## config.mk

```make
export PLATFORM = sky130hd
export DESIGN_NAME = stopwatch_ctrl_flat
export DESIGN_NICKNAME = d
export VERILOG_FILES = /design/src/rtl/stopwatch_ctrl_pkg.sv /design/src/rtl/stopwatch_ctrl_if.sv /design/src/rtl/stopwatch_ctrl_btn_press_timer.sv /design/src/rtl/stopwatch_ctrl.sv /design/src/flat_wrapper.sv
export SDC_FILE = /design/constraint.sdc
export NUM_CORES = 1
export LEC_CHECK = 0
export CORE_ASPECT_RATIO = 1.2
export CORE_MARGIN = 8
export CORE_UTILIZATION = 30
export CTS_BUF_LIST = sky130_fd_sc_hd__clkbuf_16
export CTS_CLUSTER_SIZE = 40
export DETAILED_ROUTE_END_ITERATION = 7
export GPL_TIMING_DRIVEN = 1
export PLACE_DENSITY = 0.45
export SKIP_CTS_REPAIR_TIMING = 1
export SLEW_MARGIN = 10
export SYNTH_ARGS = -nofsm -noshare
export SYNTH_HDL_FRONTEND = slang
export SYNTH_HIERARCHICAL = 1
export SYNTH_SLANG_ARGS = --single-unit
```

## constraint.sdc

```tcl
create_clock -name clk -period 2.6 [get_ports clk]
set_clock_uncertainty 0.2 [all_clocks]
set_input_delay 0.52 -clock clk [delete_from_list [all_inputs] [get_ports clk]]
set_output_delay 0.52 -clock clk [all_outputs]
set_load 0.03 [all_outputs]
```

## src/rtl/stopwatch_ctrl_pkg.sv

```systemverilog
// Shared definitions for the stopwatch control path: state encodings used by
// the controller, the time datapath and the display mux.
package stopwatch_ctrl_pkg;

  typedef enum logic [1:0] {
    ST_IDLE  = 2'd0,
    ST_RUN   = 2'd1,
    ST_PAUSE = 2'd2,
    ST_LAP   = 2'd3
  } state_t;

  // The time counters advance in RUN and also underneath a lap hold.
  function automatic logic state_runs(state_t s);
    return (s == ST_RUN) || (s == ST_LAP);
  endfunction

endpackage

```

## src/rtl/stopwatch_ctrl_if.sv

```systemverilog
// Button-level inputs and control outputs between the debounce stage,
// the stopwatch controller and the time datapath.
interface stopwatch_ctrl_if;
  import stopwatch_ctrl_pkg::*;

  logic   btn_ss;    // debounced start/stop level, 1 = pressed
  logic   btn_lr;    // debounced lap/reset level, 1 = pressed
  logic   run;       // count enable
  logic   clr;       // one-cycle clear pulse
  logic   lap_hold;  // freeze display, counting continues
  state_t state;     // debug / LED view of the FSM

  // Button side (debounce outputs, time datapath consumes the results).
  modport master (
    output btn_ss, btn_lr,
    input  run, clr, lap_hold, state
  );

  // Controller side.
  modport slave (
    input  btn_ss, btn_lr,
    output run, clr, lap_hold, state
  );
endinterface

```

## src/rtl/stopwatch_ctrl_btn_press_timer.sv

```systemverilog
// Lap/reset press classifier: a free-running ms prescaler, a saturating hold
// counter and a long-press latch. Emits a single-cycle short event on release
// and a single-cycle long event when the hold threshold is reached.
module stopwatch_ctrl_btn_press_timer #(
  parameter int CLK_FREQ_KHZ  = 100_000,
  parameter int LONG_PRESS_MS = 1000,
  parameter int HOLD_W        = 16
) (
  input  logic clk,
  input  logic rst_n,
  input  logic i_btn,
  output logic o_short_evt,
  output logic o_long_evt
);

  localparam int PRESC_W = (CLK_FREQ_KHZ > 1) ? $clog2(CLK_FREQ_KHZ) : 1;
  localparam logic [PRESC_W-1:0] PRESC_LAST = PRESC_W'(CLK_FREQ_KHZ - 1);
  localparam logic [HOLD_W-1:0]  HOLD_LONG  = HOLD_W'(LONG_PRESS_MS);

  logic [PRESC_W-1:0] r_presc;
  logic [HOLD_W-1:0]  r_hold;
  logic               r_prev;
  logic               r_long_fired;
  logic               r_armed;
  logic               w_tick;
  logic               w_press;
  logic               w_release;

  assign w_tick    = (r_presc == PRESC_LAST);
  assign w_press   = i_btn & ~r_prev;
  assign w_release = ~i_btn & r_prev;

  // A button held through reset never saw a press, so it stays disarmed and
  // can neither long-fire nor produce a release event until pressed afresh.
  assign o_long_evt  = r_armed & i_btn & r_prev & ~r_long_fired & (r_hold == HOLD_LONG);
  assign o_short_evt = r_armed & w_release & ~r_long_fired;

  // Edge register; loads the live level during reset so a held button is not a press.
  always_ff @(posedge clk) begin
    r_prev <= i_btn;
  end

  // Free-running 1 ms prescaler.
  always_ff @(posedge clk) begin
    if (!rst_n) begin
      r_presc <= '0;
    end else if (w_tick) begin
      r_presc <= '0;
    end else begin
      r_presc <= r_presc + 1'b1;
    end
  end

  // Hold time in ms since the last press, saturating at the long threshold.
  always_ff @(posedge clk) begin
    if (!rst_n) begin
      r_hold <= '0;
    end else if (w_press) begin
      r_hold <= '0;
    end else if (i_btn && w_tick && (r_hold != HOLD_LONG)) begin
      r_hold <= r_hold + 1'b1;
    end
  end

  // Long-fired latch (suppresses the release of that press) and arm flag.
  always_ff @(posedge clk) begin
    if (!rst_n) begin
      r_long_fired <= 1'b0;
      r_armed      <= 1'b0;
    end else begin
      if (w_press) begin
        r_long_fired <= 1'b0;
        r_armed      <= 1'b1;
      end else if (o_long_evt) begin
        r_long_fired <= 1'b1;
      end
    end
  end

endmodule

```

## src/rtl/stopwatch_ctrl.sv

```systemverilog
// Stopwatch control FSM: turns debounced start/stop and lap/reset levels into
// run enable, a one-cycle clear pulse and a lap display hold.
module stopwatch_ctrl #(
  parameter int CLK_FREQ_KHZ  = 100_000,
  parameter int LONG_PRESS_MS = 1000,
  parameter int HOLD_W        = 16
) (
  input  logic          clk,
  input  logic          rst_n,
  stopwatch_ctrl_if.slave bus
);
  import stopwatch_ctrl_pkg::*;

  state_t r_state;
  state_t w_state_next;
  logic   w_clr_next;
  logic   r_run;
  logic   r_clr;
  logic   r_lap_hold;
  logic   r_ss_prev;
  logic   w_ss_press;
  logic   w_short_evt;
  logic   w_long_evt;

  stopwatch_ctrl_btn_press_timer #(
    .CLK_FREQ_KHZ (CLK_FREQ_KHZ),
    .LONG_PRESS_MS(LONG_PRESS_MS),
    .HOLD_W       (HOLD_W)
  ) u_lr_timer (
    .clk        (clk),
    .rst_n      (rst_n),
    .i_btn      (bus.btn_lr),
    .o_short_evt(w_short_evt),
    .o_long_evt (w_long_evt)
  );

  assign w_ss_press = bus.btn_ss & ~r_ss_prev;

  // Start/stop edge register; tracks the level during reset too.
  always_ff @(posedge clk) begin
    r_ss_prev <= bus.btn_ss;
  end

  // State and registered outputs, all updated from the next-state decode.
  always_ff @(posedge clk) begin
    if (!rst_n) begin
      r_state    <= ST_IDLE;
      r_run      <= 1'b0;
      r_clr      <= 1'b0;
      r_lap_hold <= 1'b0;
    end else begin
      r_state    <= w_state_next;
      r_run      <= state_runs(w_state_next);
      r_clr      <= w_clr_next;
      r_lap_hold <= (w_state_next == ST_LAP);
    end
  end

  // Next state: long press beats start/stop, which beats a short lap/reset;
  // the losing event in a cycle is simply dropped.
  always_comb begin
    w_state_next = r_state;
    w_clr_next   = 1'b0;
    if (w_long_evt) begin
      w_state_next = ST_IDLE;
      w_clr_next   = 1'b1;
    end else if (w_ss_press) begin
      case (r_state)
        ST_IDLE:  w_state_next = ST_RUN;
        ST_RUN:   w_state_next = ST_PAUSE;
        ST_LAP:   w_state_next = ST_PAUSE;
        ST_PAUSE: w_state_next = ST_RUN;
        default:  w_state_next = ST_IDLE;
      endcase
    end else if (w_short_evt) begin
      case (r_state)
        ST_IDLE:  w_state_next = ST_IDLE;
        ST_RUN:   w_state_next = ST_LAP;
        ST_LAP:   w_state_next = ST_RUN;
        ST_PAUSE: begin
          w_state_next = ST_IDLE;
          w_clr_next   = 1'b1;
        end
        default:  w_state_next = ST_IDLE;
      endcase
    end
  end

  assign bus.run      = r_run;
  assign bus.clr      = r_clr;
  assign bus.lap_hold = r_lap_hold;
  assign bus.state    = r_state;

endmodule

```

## src/flat_wrapper.sv

```systemverilog
// flat-port wrapper written by rule: the top's interface ports become plain ports
module stopwatch_ctrl_flat import stopwatch_ctrl_pkg::*;
#(
  parameter int CLK_FREQ_KHZ  = 100_000,
  parameter int LONG_PRESS_MS = 1000,
  parameter int HOLD_W        = 16
)
  (clk, rst_n, bus_btn_ss, bus_btn_lr, bus_run, bus_clr, bus_lap_hold, bus_state);
  stopwatch_ctrl_if bus_i ();
  input  logic clk;
  input  logic rst_n;
  input wire logic [$bits(bus_i.btn_ss)-1:0] bus_btn_ss;
  input wire logic [$bits(bus_i.btn_lr)-1:0] bus_btn_lr;
  output wire logic [$bits(bus_i.run)-1:0] bus_run;
  output wire logic [$bits(bus_i.clr)-1:0] bus_clr;
  output wire logic [$bits(bus_i.lap_hold)-1:0] bus_lap_hold;
  output wire logic [$bits(bus_i.state)-1:0] bus_state;
  assign bus_i.btn_ss = bus_btn_ss;
  assign bus_i.btn_lr = bus_btn_lr;
  assign bus_run = bus_i.run;
  assign bus_clr = bus_i.clr;
  assign bus_lap_hold = bus_i.lap_hold;
  assign bus_state = bus_i.state;
  stopwatch_ctrl #(.CLK_FREQ_KHZ(CLK_FREQ_KHZ), .LONG_PRESS_MS(LONG_PRESS_MS), .HOLD_W(HOLD_W)) u_core (.clk(clk), .rst_n(rst_n), .bus(bus_i));
endmodule
```

==> qor.csv <==
stage;metric;value;unit
finish;Finished Core Util;36.37;%
power;Int Pwr;0.001015;W
grt;vias in the first global route;1537;
clocking;CTS root buffer;clkbuf_16;
clocking;TritonCTS Buffers;5;
drt;Antenna Violating Nets Remaining;0;
logic_synthesis;Post-synth EDFFs;0;
clocking;# clock sinks;41;
grt;GRT Util Overall;9.186;%
drt;via/cell ratio;4.850;
finish;Final nets;247;
sta;Slew @ Worst Pin;0.4875;ns
drt;initial DRC count;63;
sta;Final Max Tran Viols;0;
clocking;clk_lat worst skew;0.28;ns
setup_path;CP peak stage delay;0.50;ns
power;Comb pwr share;5.2;%
power;Flop pwr share;49.6;%
sta;setup repair after global routing missed its margin;no;
sta;Final min period;2.360;ns
outcome;outcome;finished clean;
logic_synthesis;number of synthesized register bits;41;
setup_path;worst-path fanout max;5;
logic_synthesis;Synth top area share;41.28;%
drt;routed wire length per instance;12.59;um
min_path;hold path cells;1;
setup_path;crit path DAT;2.32;ns
logic_synthesis;synthesized cell area;1988;um2
clocking;Clock Path Buffers;2;
floorplan;I/O pins;9;
clocking;clock-pin slew on the worst setup and hold paths;0.06;ns
finish;# diodes;0;
power;NetSw;0.0002884;W
sta;fin crit share;90.76;%
floorplan;Die H;105.2;um
sta;Achievable Freq;423.8;MHz
setup_path;CP Launch Type;flip-flop;
setup_path;crit path kind;flip-flop to flip-flop;
setup_path;Crit path depth;7;
sta;relative slew slack;67.42;%
setup_path;Crit path max-delay family;simple AND/OR/NAND/NOR gates;
clocking;CTS tree;yes;
finish;fraction of layout cells with a size suffix above 1;9.129;%
logic_synthesis;Syn Inst Count;228;
finish;synthesis-to-layout area growth;17.18;%
min_path;hold crit path type;flip-flop to flip-flop;
logic_synthesis;Yosys cell types;46;
finish;post-route non-filler standard cell count;326;
logic_synthesis;dominant cell type by area after synthesis;dfxtp_1;
floorplan;Initial Util;31.04;%
drt;first-pass iteration count of the detailed router;4;
power;Lkg Pwr;0.7538;nW
setup_path;worst r2r path cells;7;
logic_synthesis;Async SR Flop Fraction;0;%
floorplan;die width;90.32;um
placement;port bufs;8;
floorplan;row cnt;32;
setup_path;Crit-path slowest cell;or3b_2;
finish;Filler cells;682;
logic_synthesis;largest cells by area after synthesis;dfxtp_1, mux2i_1, nand2_1;
placement;placed instance area;2186;um2
finish;Design Area, Final;2330;um2
logic_synthesis;Synth Warn #;6;
logic_synthesis;Net Count, Synth;235;
setup_path;CP cell instances;inv_1, ha_1, or4b_1, or3b_2, nor4_2, nand3b_1, o32ai_2;
grt;initial antenna violation count;0;
placement;Placer Congestion;0.7354;
drt;drt drc;0;
sta;Hold Fails Final Rpt;0;
clocking;H-tree levels;2;
drt;drt total wl;4.105;mm
placement;placed cell count;318;
power;Clk pwr share;45.2;%
placement;DP Wirelength;2.871;mm
power;worst vdd ir;0.2736;mV
power;sw frac;22.13;%
logic_synthesis;Main synth FF type;dfxtp_1;
logic_synthesis;sequential share of the synthesized area;41.28;%
grt;pin count of the biggest net entering global routing;25;
grt;GR Overflow Total;0;
setup_path;Critical Path RT;2.56;ns
sta;post-route setup TNS;0;ns
floorplan;Die ar.;9499;um2
logic_synthesis;Synth Area per Inst;8.720;um2
drt;vias post-DR;1581;
sta;Final setup viols;0;
setup_path;CP Buf/Inv Count;1;
power;Pwr per Cell Area;559.5;nW/um2
job;Max Cap Viol;0;
setup_path;crit path capture type;flip-flop;
grt;first-pass GRT wire length;7.189;mm
floorplan;total core area;6406;um2
-- path summary, 6_finish.rpt --
path	from	slack [ns]	to
max	u_core/u_lr_timer/r_hold[0]$_SDFFE_PP0P_	0.24	u_core/bus.state[1]$_SDFF_PN0_
min	u_core/u_lr_timer/r_long_fired$_SDFFE_PP0P_	0.25	u_core/u_lr_timer/r_long_fired$_SDFFE_PP0P_
max reg2reg	u_core/u_lr_timer/r_hold[0]$_SDFFE_PP0P_	0.24	u_core/bus.state[1]$_SDFF_PN0_
min reg2reg	u_core/u_lr_timer/r_long_fired$_SDFFE_PP0P_	0.25	u_core/u_lr_timer/r_long_fired$_SDFFE_PP0P_
-- final cells by class --
| type | instances | area, um2 | area share (%) |
|---|---|---|---|
| clock inverter | 3 | 12.51 | 0.5371 |
| tap | 85 | 106.4 | 4.565 |
| clock buffer | 5 | 125.1 | 5.371 |
| multi-input combinational | 168 | 1094 | 46.94 |
| timing repair buffer | 13 | 130.1 | 5.585 |
| inverter | 11 | 41.29 | 1.772 |
| sequential | 41 | 820.8 | 35.23 |
-- stage by stage --
| step | setup WS [ns] | hold slack [ns] | power [W] |
|---|---|---|---|
| global placement | 0.2109 | 0.2430 | 0.0007284 |
| detailed placement | 0.1648 | 0.2441 | 0.0007286 |
| global route | 0.09755 | 0.2726 | 0.001357 |
| floorplan | 0.3473 | 0.2318 | 0.0007012 |
| CTS | 0.1508 | 0.2586 | 0.001327 |
| finish | 0.2403 | 0.2542 | 0.001303 |
-- synthesized netlist by cell type, types with 4 or more instances --
library cell / number
inv_1: 11
o21ai_0: 7
nand3_1: 9
a21oi_1: 9
or3_1: 4
xnor2_1: 8
xor2_1: 5
nand4_1: 8
nor2_1: 14
dfxtp_1: 41
nand2b_1: 7
nor3_1: 10
nand2_1: 26
mux2i_1: 11
nor4_1: 7
-- placed cells by master, fill, tap and decap left out, types with 4 or more instances in the layout --
| cell type | synthesis | routed |
|---|---|---|
| mux2i_1 | 11 | 11 |
| xnor2_1 | 8 | 8 |
| nor3_1 | 10 | 10 |
| or3_1 | 4 | 4 |
| inv_1 | 11 | 11 |
| o21ai_0 | 7 | 7 |
| buf_4 | 1 | 4 |
| nand2_1 | 26 | 26 |
| clkdlybuf4s50_1 | 0 | 8 |
| dfxtp_1 | 41 | 41 |
| nor4_1 | 7 | 6 |
| xor2_1 | 5 | 5 |
| nand2b_1 | 7 | 7 |
| a21oi_1 | 9 | 9 |
| nand4_1 | 8 | 8 |
| nor2_1 | 14 | 14 |
| clkbuf_16 | 0 | 5 |
| nand3_1 | 9 | 9 |
-- cells by family after synthesis --
kind of cell    count (synthesis)  synth area share (%)
fa+ha+maj                       3                 1.888
xor+xnor                       13                 5.727
simple gates                  115                 32.91
buf+inv                        19                 4.027
flops                          41                 41.28
mux                            11                 5.538
compound gates                 26                 8.622
-- layer usage --
layer	wire, um	track usage (%)	up-vias
li1	-	-	847
met1	1954	10.42	717
met2	1966	15.44	11
met3	98	2.362	6
met4	85	5.006	0
met5	0	0	-
-- power groups by stage --
stage	clock, W	sequential, W	combinational (W)
global route	0.000635	0.000647	0.0000752
CTS	0.000613	0.000646	0.0000687
detailed placement	0	0.000660	0.0000684
finish	0.000589	0.000646	0.0000680
global placement	0	0.000660	0.0000684
floorplan	0	0.000662	0.0000387
-- worst register-to-register path, stage by stage, from the launching register on --
cell and delay, ns:
dfxtp_1 0.34, inv_1 0.09, ha_1 0.14, or4b_1 0.45
or3b_2 0.50, nor4_2 0.24, nand3b_1 0.19, o32ai_2 0.09
-- state kept, by name (all words and copies together), names as in the netlist --
signal,count
u_core/bus.lap_hold,1
u_core/bus.clr,1
u_core/u_lr_timer/r_armed,1
u_core/u_lr_timer/r_prev,1
u_core/r_ss_prev,1
u_core/u_lr_timer/r_presc,17
u_core/bus.state,2
u_core/u_lr_timer/r_hold,16
u_core/u_lr_timer/r_long_fired,1
No activity file was read; power rests on OpenSTA's default activity.
